==> config.mk <==
export PLATFORM = sky130hd
export DESIGN_NAME = two_s_complement
export DESIGN_NICKNAME = d
export VERILOG_FILES = /design/src/rtl/two_s_complement_pkg.sv /design/src/rtl/two_s_complement_incrementer.sv /design/src/rtl/two_s_complement.sv
export SDC_FILE = /design/constraint.sdc
export NUM_CORES = 1
export LEC_CHECK = 0
export ABC_CLOCK_PERIOD_IN_PS = 1160
export BUFFER_PORTS_ARGS = -buffer_cell sky130_fd_sc_hd__buf_4
export CORE_AREA = 2 2 39 41
export DETAILED_ROUTE_END_ITERATION = 7
export DIE_AREA = 0 0 41 43
export PLACE_DENSITY = 0.5
export SETUP_SLACK_MARGIN = 0.15
export SYNTH_ARGS = -nofsm -noshare
export SYNTH_HDL_FRONTEND = slang
export SYNTH_SLANG_ARGS = --single-unit
==> constraint.sdc <==
create_clock -name clk -period 1.16 [get_ports clk]
set_input_delay 0.116 -clock clk [delete_from_list [all_inputs] [get_ports clk]]
set_output_delay 0.116 -clock clk [all_outputs]
set_load 0.02 [all_outputs]
==> src/rtl/two_s_complement_pkg.sv <==
// Shared constants and helpers for the registered two's complement negator.
package two_s_complement_pkg;

    localparam int unsigned TC_WIDTH_DEFAULT = 32'd4;
    localparam int unsigned TC_MAX_WIDTH     = 32'd64;

    // Most-negative pattern (MSB set, rest clear) for a w-bit word, LSB-aligned in a wide word.
    function automatic logic [TC_MAX_WIDTH-1:0] tc_min_neg(input int unsigned w);
        logic [TC_MAX_WIDTH-1:0] one_v;
        one_v = {{(TC_MAX_WIDTH-1){1'b0}}, 1'b1};
        return one_v << (w - 32'd1);
    endfunction

endpackage

==> src/rtl/two_s_complement_incrementer.sv <==
// Ripple increment of the bit-inverted operand: sum_o = ~operand_i + 1, carry_o is the MSB carry.
module tc_incrementer #(
    parameter int unsigned WIDTH = 32'd4
) (
    input  logic [WIDTH-1:0] operand_i,
    output logic [WIDTH-1:0] sum_o,
    output logic             carry_o
);

    logic [WIDTH-1:0] inv_s;
    logic [WIDTH:0]   carry_s;

    assign inv_s      = ~operand_i;
    assign carry_s[0] = 1'b1;

    for (genvar i = 0; i < WIDTH; i++) begin : g_ripple
        assign sum_o[i]     = inv_s[i] ^ carry_s[i];
        assign carry_s[i+1] = inv_s[i] & carry_s[i];
    end

    // Carry survives the whole chain only when the operand was all zeros.
    assign carry_o = carry_s[WIDTH];

endmodule

==> src/rtl/two_s_complement.sv <==
// Registered two's complement negator with valid, most-negative (ovf) and zero flags.
module two_s_complement
    import two_s_complement_pkg::*;
#(
    parameter int unsigned WIDTH = TC_WIDTH_DEFAULT
) (
    input  logic             clk,
    input  logic             rst_n,
    input  logic [WIDTH-1:0] In,
    input  logic             in_valid,
    output logic [WIDTH-1:0] Out,
    output logic             out_valid,
    output logic             ovf,
    output logic             zero
);

    localparam logic [TC_MAX_WIDTH-1:0] MIN_NEG_WIDE = tc_min_neg(WIDTH);
    localparam logic [WIDTH-1:0]        MIN_NEG      = MIN_NEG_WIDE[WIDTH-1:0];

    logic [WIDTH-1:0] neg_s;
    logic             carry_s;

    logic [WIDTH-1:0] out_q, out_d;
    logic             out_valid_q, out_valid_d;
    logic             ovf_q, ovf_d;
    logic             zero_q, zero_d;

    tc_incrementer #(.WIDTH(WIDTH)) u_inc (
        .operand_i (In),
        .sum_o     (neg_s),
        .carry_o   (carry_s)
    );

    // Next-state: load a new result on accept, otherwise hold result and flags.
    always_comb begin
        out_d       = out_q;
        ovf_d       = ovf_q;
        zero_d      = zero_q;
        out_valid_d = 1'b0;
        if (in_valid) begin
            out_d       = neg_s;
            ovf_d       = (In == MIN_NEG);
            zero_d      = carry_s;
            out_valid_d = 1'b1;
        end else begin
            out_valid_d = 1'b0;
        end
    end

    // Output registers; synchronous reset wins over an operand in the same cycle.
    always_ff @(posedge clk) begin
        if (!rst_n) begin
            out_q       <= '0;
            out_valid_q <= 1'b0;
            ovf_q       <= 1'b0;
            zero_q      <= 1'b0;
        end else begin
            out_q       <= out_d;
            out_valid_q <= out_valid_d;
            ovf_q       <= ovf_d;
            zero_q      <= zero_d;
        end
    end

    assign Out       = out_q;
    assign out_valid = out_valid_q;
    assign ovf       = ovf_q;
    assign zero      = zero_q;

endmodule

Yosys cells after proc, flatten, opt, wreduce, memory -nomap -nowiden
Index checks and enable logic that the tools add are counted.
{"block": "classes", "muxes": 1, "eq_ne": 1, "n_bitwise": 8}
{"cell": "equality test 4 bit, second input constant", "n": 1}
{"cell": "inverter 4 bit", "n": 1}
{"cell": "bitwise AND 1 bit", "n": 3}
{"cell": "bitwise XOR 1 bit", "n": 3}
{"cell": "2-to-1 mux 1 bit", "n": 1}
{"cell": "inverter 1 bit", "n": 1}
{"block": "totals", "out_inout_bits": 7, "reg_bits": 7, "inputBits": 7, "word_cells": 14}

Longest topological paths before layout
Gate-level depths: netlist of the first run.
{"block": "logic_depth", "ltp_word": 4, "ltp_mapped": 6}

Cells and area by module
A second synthesis of the first run with hierarchy kept.
{"block": "hier_totals", "cells_unflattened": 30, "hier_area_um2": 325.3}
{"mod": "two_s_complement", "n_inst": 1, "area_per_inst_um2": 265.3, "seq_area_each_um2": 140.1, "cells_each": 22}
{"mod": "tc_incrementer", "n_inst": 1, "area_per_inst_um2": 60.1, "seq_area_each_um2": 0.0, "cells_each": 8}

Worst setup path before layout of the first run
No wires, ideal clock.
{"block": "synth_timing", "kind": "in2reg", "startpoint": "in In[0]", "endpoint": "reg out_q[3], in the netlist Out[3]", "path_slack_ns": 0.111, "arrival_ns": 0.933, "t_required_ns": 1.044, "setup_ns": 0.116, "path_stages": 6, "path_cell_list": "inv_1 ha_1 ha_1 ha_1 mux2i_1 nor2b_1"}
{"block": "synth_between", "elab_chain_len": 4}
{"element": "start: declaration", "line": "two_s_complement.sv:9", "text": "input logic [WIDTH-1:0] In,"}
{"element": "inverter 4 bit", "line": "two_s_complement_incrementer.sv:13", "text": "assign inv_s = ~operand_i;"}
{"element": "bitwise AND 1 bit (2 in a row)", "line": "two_s_complement_incrementer.sv:18", "text": "assign carry_s[i+1] = inv_s[i] & carry_s[i];"}
{"element": "bitwise XOR 1 bit", "line": "two_s_complement_incrementer.sv:17", "text": "assign sum_o[i] = inv_s[i] ^ carry_s[i];"}
{"element": "named net neg_s[3]", "line": "two_s_complement.sv:20", "text": "logic [WIDTH-1:0] neg_s;"}
{"element": "end signal: assignment", "line": "two_s_complement.sv:58", "text": "out_q <= out_d;"}
{"element": "end: declaration", "line": "two_s_complement.sv:23", "text": "logic [WIDTH-1:0] out_q, out_d;"}
The timed path passes the listed nets, and every way through them passes these cells.
A chain may end at the register's enable or synchronous reset.

Final worst setup path of the first run
Same ends and word-level chain as after synthesis.

==> impl_metrics.csv, run 1 <==
group,metric,value,unit
timing,fin_crit,0.879,ns
route,wl_per_cell,9.11,um
synth,synth_top_family_by_area,"simple AND/OR/NAND/NOR gates",
synth,synth_ff_type,"dfxtp_1",
timing,whs,0.132,ns
worst_setup_path,crit_fanout,2,
final_layout,syn_to_final_growth,43.7,%
timing,max_slew_margin,0.920,
grt,grt_pass1_wl,800,um
synth,synth_mux_area_frac,0.159,
synth,synthesis.instances,29,
route,drt_iter0_drc,1,
grt,grt_pass1_vias,201,
synth,synth_top_area_share,0.444,
cts,cts_tree,"done",
cts,cts_setup_buffers,0,
cts,htree_num_levels,1,
route,route.antenna.remaining_nets,0,
final_layout,utilization,0.327,
timing,setup_viol,0,
synth,ys_seq_area_frac,0.444,
synth,syn_nets,39,
synth,synth_edf_count,0,
final_layout,layout-drive-gt1-share,0.422,
cts,cts_max_path_buffers,2,
synth,yosys.area_share.adder,0.119,
cts,cts_buffers,3,
grt,grt_max_degree,9,
synth,yosysUniqueCellTypes,10,
grt,grt_overflow,0,
timing,rsz0062_at_grt,"no",
final_layout,diodes,0,
route,via_count,237,
cts,hold_buffers,0,
die,rows,14,
grt,grt_usage,0.0755,
placement,hpwlAfterDp,395,um
timing,worst_pin_slew,0.117,ns
worst_setup_path,cp.arrival,1.02,ns
synth,async_flop_share,0,
worst_setup_path,crit_required,1.30,ns
synth,synth_area,315,um^2
synth,synth.most_common_cell,"dfxtp_1",
cts,cts_root_buf,"clkbuf_4",
hold_path,hp-class,"in2reg",
synth,synth_area_leaders,"dfxtp_1 (44%), mux2i_1 (16%), ha_1 (12%), nor2b_1 (9.9%), inv_1 (4.8%)",
synth,yosys.area_share.simple,0.171,
synth,synth_compound_area_frac,0.0238,
timing,skew,0,ns
worst_setup_path,end_kind,"flip-flop",
synth,ys_seq_elements,7,
timing,max_freq,1.14,GHz
placement,dpl-instance-area,427,um^2
cts,worst_setup_hold_path_clk_slew,0.05,ns
timing,slew_viol_final,0,
cts,clk_latency,0.25,ns
placement,numPortBuffers,13,
synth,synth_largest_area_cell,"dfxtp_1",
timing,finalHoldViolCount,0,
grt,antenna_found_initial,0,
die,io_pins,14,
cts,cts_resized,0,
final_layout,final_area,453,um^2
route,wl,556,um
route,drc,0,
power,peakVddDrop,0.425,mV
worst_setup_path,cp-start-kind,"input port",
synth,syn_area_per_cell,10.9,um^2
synth,synth_warnings,0,
route,viasPerCell,3.89,
die,initial_utilization,0.228,
final_layout,nets,56,
die,die_w,41,um
die,fp.dieArea,0.00176,mm^2
timing,final.setup.tns,0,ns
route,dr.pass1.iters,2,
status,status,"complete, no violations",
worst_setup_path,critPathKind,"in2reg",
power,p_per_area,1270,mW/mm^2
die,coreArea,0.00138,mm^2
run,max-cap-violations,0,
placement,gp_congestion,0.557,
synth,synth_top_cells_by_count,"dfxtp_1 (7), mux2i_1 (5), nor2b_1 (5), inv_1 (4), ha_1 (3)",
timing,fin_crit_sh,0.757,
synth,yosys.area_share.xor_xnor,0,
cts,cts_sinks,7,
power,leakage,0.226,nW
die,die_y,43,um
## where the power goes
group	internal (mW)	switching [mW]	total, mW
registers	0.253	0.00588	0.259
logic	0.0499	0.0431	0.0930
clock network	0.131	0.0927	0.224
total	0.435	0.142	0.576
## cells in the final DEF, fill, tap and decap left out, drive strengths merged
master   n
a21boi   1
nor2b    5
and2     1
mux2i    5
ha       3
dfxtp    7
buf     13
clkbuf   4
inv      4
nand4b   1
nand2b   1
## metrics by stage
step	worst slack, ns	power [mW]	std cells
floorplan	0.152	0.319	29
global placement	0.0135	0.360	57
detailed placement	0.00355	0.359	57
CTS	0.274	0.589	61
global route	0.229	0.605	61
finish	0.281	0.576	61
## state kept, by name (all words and copies together), names as in the netlist
register / count
Out: 4
zero: 1
ovf: 1
out_valid: 1
## per-layer routing
metal  GRT usage  wire [um]  up-vias
met5           0          0        -
met4      0.0800          0        0
met3      0.0314         61        0
met2      0.0750        211       11
met1       0.107        283      102
li1            -          -      124
## cells by family (layout without fill, tap and decap cells)
logic type / Yosys count / count (layout)
AND/OR/NAND/NOR: 8 / 8
flip-flops: 7 / 7
multiplexers: 5 / 5
buffers and inverters: 5 / 21
adder cells (fa/ha/maj): 3 / 3
AO/OA/AOI/OAI: 1 / 1
## area by class of cell
type | count | area [um^2]
clock buffers | 4 | 26.3
fillers | 159 | 931
inverters | 4 | 15.0
flip-flops and latches | 7 | 140
multi-input cells | 17 | 154
well taps | 16 | 20.0
repair buffers | 13 | 97.6
## path summary, 6_finish.rpt
check / from / to / slack, ns / depth (start not counted)
worst max register to register: Out[1] / Out[1] / 0.57 / 2
worst min register to register: ovf / ovf / 0.47 / 2
worst min-delay path: In[0] / Out[0] / 0.13 / 3
worst max-delay path: In[0] / Out[3] / 0.28 / 7
## worst max-delay path: stages
cell and delay, ns:
buf_4 0.08, inv_1 0.03, ha_2 0.18, ha_2 0.16, ha_1 0.26, mux2i_1 0.13
nor2b_1 0.05
No activity file was read; power rests on OpenSTA's default activity.
==> run 2: changes to the inputs <==
- ABC_CLOCK_PERIOD_IN_PS: 1160 -> 800
- PLACE_DENSITY: 0.5 -> 0.51
- clock period: 1.16 -> 0.8 ns (I/O delays scaled with it)
==> impl_metrics.csv, run 2 (synthesized netlist as in run 1, its figures left out) <==
group,metric,value,unit
status,status,"complete, no violations",
final_layout,fill_cells,156,
die,fp.dieArea,0.00176,mm^2
placement,numPortBuffers,13,
worst_setup_path,crit_fanout,2,
timing,max_freq,1.28,GHz
worst_setup_path,crit_required,0.72,ns
timing,fin_crit_sh,0.977,
power,pwr-share-comb,0.205,
power,leakage,0.249,nW
final_layout,diodes,0,
final_layout,mostFrequentLayoutCells,"dfxtp_2 (7), buf_6 (7), mux2i_1 (5), nor2b_1 (5), buf_4 (5)",
power,p_clk_frac,0.366,
placement,dpl-instance-area,480,um^2
timing,setup_viol,0,
final_layout,largest_register_ffs,4,
worst_setup_path,cp.arrival,0.70,ns
cts,hold_buffers,0,
grt,antenna_found_initial,0,
grt,grt_pass1_vias,229,
hold_path,hp-class,"in2reg",
final_layout,utilization,0.405,
route,drt_iter0_drc,3,
timing,rsz0062_at_grt,"yes",
final_layout,syn_to_final_growth,77.8,%
grt,grt_overflow,0,
cts,worst_setup_hold_path_clk_slew,0.06,ns
cts,cts_buffers,3,
cts,htree_num_levels,1,
power,p_int,0.667,mW
cts,clk_latency,0.25,ns
timing,worst_pin_slew,0.125,ns
cts,cts_sinks,7,
timing,skew,0,ns
power,peakVddDrop,0.781,mV
route,viasPerCell,3.97,
timing,fin_crit,0.782,ns
worst_setup_path,slowest_stage,"dfxtp_2",
timing,finalHoldViolCount,0,
die,initial_utilization,0.228,
die,die_y,43,um
power,total_power,0.891,mW
worst_setup_path,crit_family,"flip-flops",
die,coreArea,0.00138,mm^2
route,route.antenna.remaining_nets,0,
route,wl,566,um
cts,cts_root_buf,"clkbuf_4",
grt,grt_usage,0.0824,
grt,grt_max_degree,9,
route,dr.pass1.iters,4,
worst_setup_path,cp-start-kind,"flip-flop",
die,rows,14,
worst_setup_path,critPathKind,"reg2out",
die,io_pins,14,
grt,grt_pass1_wl,931,um
die,die_w,41,um
power,p_per_area,1590,mW/mm^2
final_layout,final_area,561,um^2
power,power.switching,0.224,mW
cts,cts_max_path_buffers,2,
final_layout,layout-drive-gt1-share,0.652,
timing,whs,0.0877,ns
timing,max_slew_margin,0.915,
worst_setup_path,path_cells,"buf_6",
timing,postLayoutSetupSlackWorst,0.0182,ns
power,p_sw_frac,0.252,
route,drc,0,
timing,slew_viol_final,0,
worst_setup_path,crit_buf_inv,1,
worst_setup_path,end_kind,"primary output",
worst_setup_path,max_stage_delay,0.34,ns
final_layout,nets,57,
placement,gp_congestion,0.628,
route,wl_per_cell,9.13,um
route,via_count,246,
power,p_seq_frac,0.430,
cts,cts_tree,"done",
run,max-cap-violations,0,
placement,place_ws,-0.265,ns
run 2: per-layer routing:
metal / wire length (um) / up-vias / GRT usage / share of wire
li1: - / 127 / - / -
met1: 249 / 111 / 0.110 / 0.44
met2: 267 / 8 / 0.0938 / 0.47
met3: 49 / 0 / 0.0471 / 0.087
met4: 0 / 0 / 0.0600 / 0
met5: 0 / - / 0 / 0
run 2: path summary, 6_finish.rpt:
path         startpoint  slack (ns)  endpoint  depth (start not counted)
max              Out[1]        0.02    Out[1]                          1
min               rst_n        0.09    Out[3]                          2
max reg2reg      Out[0]        0.19    Out[0]                          2
min reg2reg         ovf        0.48       ovf                          2
run 2: cell type report:
class / instances / area (um^2) / share of cell area
Timing Repair Buffer: 14 / 146 / 0.261
Tap cell: 16 / 20.0 / 0.0357
Multi-Input combinational cell: 17 / 186 / 0.333
Sequential cell: 7 / 149 / 0.266
Clock buffer: 4 / 26.3 / 0.0469
Inverter: 4 / 32.5 / 0.0580
run 2: power by group through the flow:
| stage | combinational [mW] | sequential [mW] | clock [mW] |
|---|---|---|---|
| 3_5_place_dp | 0.164 | 0.385 | 0 |
| 5_1_grt | 0.201 | 0.385 | 0.366 |
| 4_1_cts | 0.181 | 0.383 | 0.346 |
| 3_3_place_gp | 0.163 | 0.384 | 0 |
| 6_report | 0.182 | 0.383 | 0.326 |
| 2_1_floorplan | 0.0743 | 0.408 | 0 |
run 2: timing repair:
| action | CTS | global route |
|---|---|---|
| gates cloned | 0 | 0 |
| buffers inserted | 0 | 1 |
| gates resized for setup | 14 | 1 |
| pin swaps | 3 | 0 |
| endpoints found under the hold margin | 0 | 0 |
| endpoints found under the setup margin | 9 | 9 |
run 2: stage by stage:
stage / setup TNS (ns) / cells
floorplan: -0.114 / 29
global placement: -0.562 / 57
detailed placement: -0.580 / 57
CTS: 0 / 61
global route: -0.0195 / 62
finish: 0 / 62
